`src/rtl/stopwatch_bcd_if.sv`:
```
// Control and display bundle between the tick divider, the stopwatch and the
// seven-segment decoder stage.
interface stopwatch_bcd_if;
    logic        tick;
    logic        start_stop;
    logic        lap;
    logic        clear;
    logic [15:0] disp;
    logic        running;
    logic        lapped;
    logic        ovf;

    modport master (
        output tick,
        output start_stop,
        output lap,
        output clear,
        input  disp,
        input  running,
        input  lapped,
        input  ovf
    );

    modport slave (
        input  tick,
        input  start_stop,
        input  lap,
        input  clear,
        output disp,
        output running,
        output lapped,
        output ovf
    );
endinterface

```
`src/rtl/stopwatch_bcd.sv`:
```
// Four-digit BCD MM:SS stopwatch with run/pause/lap control, advanced only by
// the one-second tick pulse. All outputs are registered.
module stopwatch_bcd #(
    parameter int unsigned MIN_WRAP = 60
) (
    input  logic           clk,
    input  logic           rst,
    stopwatch_bcd_if.slave bus
);

    localparam int unsigned MaxMin = MIN_WRAP - 1;
    localparam logic [3:0]  MaxMt  = 4'(MaxMin / 10);
    localparam logic [3:0]  MaxMo  = 4'(MaxMin % 10);

    typedef enum logic [1:0] {
        StIdle,
        StRun,
        StPause,
        StLap
    } state_e;

    state_e      state_q, state_d;
    logic [3:0]  mt_q, mo_q, st_q, so_q;
    logic [3:0]  mt_d, mo_d, st_d, so_d;
    logic [15:0] lap_q, lap_d;
    logic [15:0] disp_q, disp_d;
    logic        running_q, running_d;
    logic        lapped_q, lapped_d;
    logic        ovf_q, ovf_d;
    logic        count_en;

    always_ff @(posedge clk) begin
        if (!rst) begin
            state_q   <= StIdle;
            mt_q      <= 4'd0;
            mo_q      <= 4'd0;
            st_q      <= 4'd0;
            so_q      <= 4'd0;
            lap_q     <= 16'h0000;
            disp_q    <= 16'h0000;
            running_q <= 1'b0;
            lapped_q  <= 1'b0;
            ovf_q     <= 1'b0;
        end else begin
            state_q   <= state_d;
            mt_q      <= mt_d;
            mo_q      <= mo_d;
            st_q      <= st_d;
            so_q      <= so_d;
            lap_q     <= lap_d;
            disp_q    <= disp_d;
            running_q <= running_d;
            lapped_q  <= lapped_d;
            ovf_q     <= ovf_d;
        end
    end

    always_comb begin
        state_d  = state_q;
        mt_d     = mt_q;
        mo_d     = mo_q;
        st_d     = st_q;
        so_d     = so_q;
        lap_d    = lap_q;
        ovf_d    = 1'b0;
        // Tick is judged against the pre-transition state.
        count_en = bus.tick && ((state_q == StRun) || (state_q == StLap));

        if (count_en) begin
            if (so_q == 4'd9) begin
                so_d = 4'd0;
                if (st_q == 4'd5) begin
                    st_d = 4'd0;
                    if ((mt_q == MaxMt) && (mo_q == MaxMo)) begin
                        mt_d  = 4'd0;
                        mo_d  = 4'd0;
                        ovf_d = 1'b1;
                    end else if (mo_q == 4'd9) begin
                        mo_d = 4'd0;
                        mt_d = mt_q + 4'd1;
                    end else begin
                        mo_d = mo_q + 4'd1;
                    end
                end else begin
                    st_d = st_q + 4'd1;
                end
            end else begin
                so_d = so_q + 4'd1;
            end
        end

        if (bus.clear) begin
            state_d = StIdle;
            mt_d    = 4'd0;
            mo_d    = 4'd0;
            st_d    = 4'd0;
            so_d    = 4'd0;
            lap_d   = 16'h0000;
            ovf_d   = 1'b0;
        end else if (bus.start_stop) begin
            unique case (state_q)
                StIdle:  state_d = StRun;
                StRun:   state_d = StPause;
                StPause: state_d = StRun;
                StLap:   state_d = StPause;
                default: state_d = StIdle;
            endcase
        end else if (bus.lap) begin
            unique case (state_q)
                StRun: begin
                    state_d = StLap;
                    lap_d   = {mt_q, mo_q, st_q, so_q};
                end
                StLap:   state_d = StRun;
                default: state_d = state_q;
            endcase
        end

        disp_d    = (state_d == StLap) ? lap_d : {mt_d, mo_d, st_d, so_d};
        running_d = (state_d == StRun) || (state_d == StLap);
        lapped_d  = (state_d == StLap);
    end

    assign bus.disp    = disp_q;
    assign bus.running = running_q;
    assign bus.lapped  = lapped_q;
    assign bus.ovf     = ovf_q;

endmodule

```
`src/flat_wrapper.sv`:
```
// flat-port wrapper written by rule: the top's interface ports become plain ports
module stopwatch_bcd_flat 
#(
    parameter int unsigned MIN_WRAP = 60
)
  (clk, rst, bus_tick, bus_start_stop, bus_lap, bus_clear, bus_disp, bus_running, bus_lapped, bus_ovf);
  stopwatch_bcd_if bus_i ();
  input  logic clk;
  input  logic rst;
  input wire logic [$bits(bus_i.tick)-1:0] bus_tick;
  input wire logic [$bits(bus_i.start_stop)-1:0] bus_start_stop;
  input wire logic [$bits(bus_i.lap)-1:0] bus_lap;
  input wire logic [$bits(bus_i.clear)-1:0] bus_clear;
  output wire logic [$bits(bus_i.disp)-1:0] bus_disp;
  output wire logic [$bits(bus_i.running)-1:0] bus_running;
  output wire logic [$bits(bus_i.lapped)-1:0] bus_lapped;
  output wire logic [$bits(bus_i.ovf)-1:0] bus_ovf;
  assign bus_i.tick = bus_tick;
  assign bus_i.start_stop = bus_start_stop;
  assign bus_i.lap = bus_lap;
  assign bus_i.clear = bus_clear;
  assign bus_disp = bus_i.disp;
  assign bus_running = bus_i.running;
  assign bus_lapped = bus_i.lapped;
  assign bus_ovf = bus_i.ovf;
  stopwatch_bcd #(.MIN_WRAP(MIN_WRAP)) u_core (.clk(clk), .rst(rst), .bus(bus_i));
endmodule
```
`config.mk`:
```
export PLATFORM = sky130hd
export DESIGN_NAME = stopwatch_bcd_flat
export DESIGN_NICKNAME = d
export VERILOG_FILES = /design/src/rtl/stopwatch_bcd_if.sv /design/src/rtl/stopwatch_bcd.sv /design/src/flat_wrapper.sv
export SDC_FILE = /design/constraint.sdc
export NUM_CORES = 1
export LEC_CHECK = 0
export ABC_CLOCK_PERIOD_IN_PS = 5480
export CAP_MARGIN = 20
export CORE_MARGIN = 5
export CORE_UTILIZATION = 50
export DETAILED_ROUTE_END_ITERATION = 10
export PLACE_DENSITY = 0.7
export SETUP_SLACK_MARGIN = 0.5
export SLEW_MARGIN = 20
export SYNTH_ARGS = -nofsm -noshare
export SYNTH_HDL_FRONTEND = slang
export SYNTH_SLANG_ARGS = --single-unit
```
`constraint.sdc`:
```
create_clock -name clk -period 5.48 [get_ports clk]
set_clock_uncertainty 0.1 [all_clocks]
set_input_delay 0.822 -clock clk [delete_from_list [all_inputs] [get_ports clk]]
set_output_delay 0.822 -clock clk [all_outputs]
set_load 0.02 [all_outputs]
```
==> metrics <==
number of instances in the synthesized netlist=223; antenna violations before repair=0; number of DRC violations after detailed routing=0; Syn Std Cell Area=2230 um^2; most used flip-flop cell after synthesis=dfxtp_1; Slew Limit Fails=0; Final Net Count=257; endpoint of the most critical setup path=u_core.bus.disp[4]$_SDFF_PN0_; clock root cell=clkbuf_8; worst reg-to-reg path cell count=5; cell leakage power=0.00100 uW; syn_nets=235; Worst Max-Slew Pin Slew=1.06 ns; Maximum Capacitance Violations=0; Area growth, synth to finish=15.8%; WL per Instance=14.2 um; layout cells sized above 1=0.106; Min Clock Period, post-route=2.86 ns; pin count of the biggest net entering global routing=20; CTS clk-pin slew, worst paths=0.09 ns; destination of the worst register-to-register timing path=u_core.bus.disp[4]$_SDFF_PN0_; routed wire length=4220 um; first element of the critical path=bus_start_stop; n_diodes=0; highest ir drop seen on vdd=0.147 mV; cell breakdown of the critical path=clkdlybuf4s50_1 -> nand3b_1 -> mux2_2 -> a21oi_1 -> a311oi_1; aggregate global routing overflow=0; width of the die=76.8 um; Hold Path Origin=u_core.lap_q[13]$_SDFF_PN0_; total negative slack for setup checks=0 ns; end-of-flow core utilization=0.593; hold crit path type=reg2reg; power density normalized to cell area=246 nW/um^2; wire length of the first global-routing pass=7440 um; cts hold-fix bufs=0; number of inserted filler cells in the final layout=376; CTS Sinks=52; number of detailed-route iterations in the first pass=4; Clock H-tree levels=2; overall die height=76.8 um; relative slew slack=0.294; number of hold violations in the final report=0; Async SR Flop Fraction=0; final hold slack=0.393 ns; Via Count=1,628; YS warnings=0; delay contributed by the slowest stage of the critical path=0.82 ns; cells resized by post-CTS repair=0; run status=complete, no violations; maximum frequency from static timing analysis=349 MHz; deepest clock path buffer count=2; final total power=637 uW; unrepaired setup endpoints after global routing=no; critical path startpoint category=input port; final cycle utilization of the critical path=0.523; antenna violation net count after detailed routing=0; Clock Latency Late Sink=0.30 ns; GP Congestion=0.766; number of global-route vias before repair=1,582; number of synthesized register bits=52; number of buffers added on ports=24; TritonCTS clock tree=done; sequential fraction of the synthesis area=0.466; core footprint=4350 um^2; HPWL after DPL=2890 um; FP Rows=24; most common cell after layout, fill and taps aside=dfxtp_1; nature of the critical path endpoint=flip-flop; cts bufs inserted=5; post-synth cell types=50; Avg Cell Area, Syn=10.0 um^2; slowest cell on the critical path=nand3b_1; number of flops mapped to enable cells by yosys=0; effective utilization at floorplan=0.513; top library cells by usage in the layout, fill and taps aside=52 x dfxtp_1, 28 x nor2_1, 24 x clkdlybuf4s50_1; startpoint of the most critical register-to-register path=u_core.state_q[0]$_SDFF_PN0_; Crit path required time=5.53 ns; violation count after the first detailed-routing iteration=160; # Post-CTS Setup Buffers=0; aggregate global-route resource usage=0.155; Vias/cell=5.46; worst-path maximum fanout=19; full die area=5900 um^2; arrival time reported for the critical path endpoint=2.92 ns; I/O pin count=25; flop-to-flop setup slack=3.02 ns; number of setup violations in the final report=0; classification of the worst setup path=in2reg
-- critical path: cells and delay by family --
| family | cells | cell delay, ns |
|---|---|---|
| AND/OR/NAND/NOR | 1 | 0.82 |
| AO/OA/AOI/OAI | 2 | 0.23 |
| buffers and inverters | 1 | 0.46 |
| multiplexers | 1 | 0.57 |
-- synth_stat cells (3+ instances only) --
master	instances	share of area
nand3_1	7	0.016
a2bb2oi_2	4	0.027
buf_2	5	0.011
nor2_1	28	0.047
a21oi_1	15	0.034
dfxtp_1	52	0.47
or3_1	3	0.0084
a32oi_1	4	0.016
and2_1	5	0.014
nor2b_1	5	0.014
mux2_2	6	0.030
mux2i_1	11	0.049
o21ai_1	3	0.0067
inv_1	6	0.010
nand2b_1	3	0.0084
nand2_1	6	0.010
o21ai_0	9	0.020
a2111o_1	4	0.020
ha_1	6	0.034
-- metal layers --
metal | up-vias | share of wire | wire length (um) | track usage
li1 | 847 | - | - | -
met1 | 749 | 0.50 | 2130 | 0.210
met2 | 26 | 0.44 | 1860 | 0.232
met3 | 6 | 0.037 | 157 | 0.0433
met4 | 0 | 0.017 | 70 | 0.0612
met5 | - | 0 | 0 | 0
-- flip-flops by register name, indices dropped and copies added, names as in the netlist --
register,cells
u_core.bus.disp,16
u_core.lap_q,16
u_core.mo_q,4
u_core.mt_q,4
u_core.so_q,4
u_core.st_q,4
u_core.state_q,2
u_core.bus.lapped,1
u_core.bus.ovf,1
-- report_power, final --
part	internal [uW]	switching (uW)
combinational	14.1	20.5
clock	103	117
sequential	380	1.35
-- worst min-delay path by stage --
stage                                   to  slack [ns]  cells past startpoint
3_5_place_dp   u_core.lap_q[13]$_SDFF_PN0_        0.38                      2
5_1_grt        u_core.lap_q[11]$_SDFF_PN0_        0.43                      2
4_1_cts        u_core.lap_q[13]$_SDFF_PN0_        0.40                      2
2_1_floorplan  u_core.lap_q[13]$_SDFF_PN0_        0.35                      2
3_3_place_gp   u_core.lap_q[11]$_SDFF_PN0_        0.37                      2
6_report       u_core.lap_q[13]$_SDFF_PN0_        0.39                      2
-- kinds of logic (layout without fill, tap and decap cells) --
kind of cell               count (synthesis)  count (layout)  synth area share
buffers and inverters                     17              40            0.0353
DFF                                       52              52             0.466
AOI/OAI and AO/OA                         52              52             0.178
adders and majority gates                  6               6            0.0336
and+or+nand+nor                           77              77             0.200
xor gates and xnor gates                   2               2           0.00785
muxes                                     17              17            0.0796
-- per-stage QoR --
step | setup slack [ns] | std cells | area (um^2)
6_report | 2.62 | 298 | 2580
5_1_grt | 2.48 | 298 | 2580
4_1_cts | 2.61 | 298 | 2580
3_5_place_dp | 2.29 | 290 | 2490
3_3_place_gp | 2.35 | 290 | 2490
2_1_floorplan | 3.43 | 223 | 2230
-- final cells by class --
class | count | area (um^2) | share of cell area
repair buffers | 25 | 248 | 0.0959
clock buffers | 8 | 90.1 | 0.0349
well taps | 52 | 65.1 | 0.0252
flip-flops and latches | 52 | 1040 | 0.403
multi-input cells | 154 | 1110 | 0.431
inverters | 7 | 27.5 | 0.0107
(Power assumes the default switching activity.)
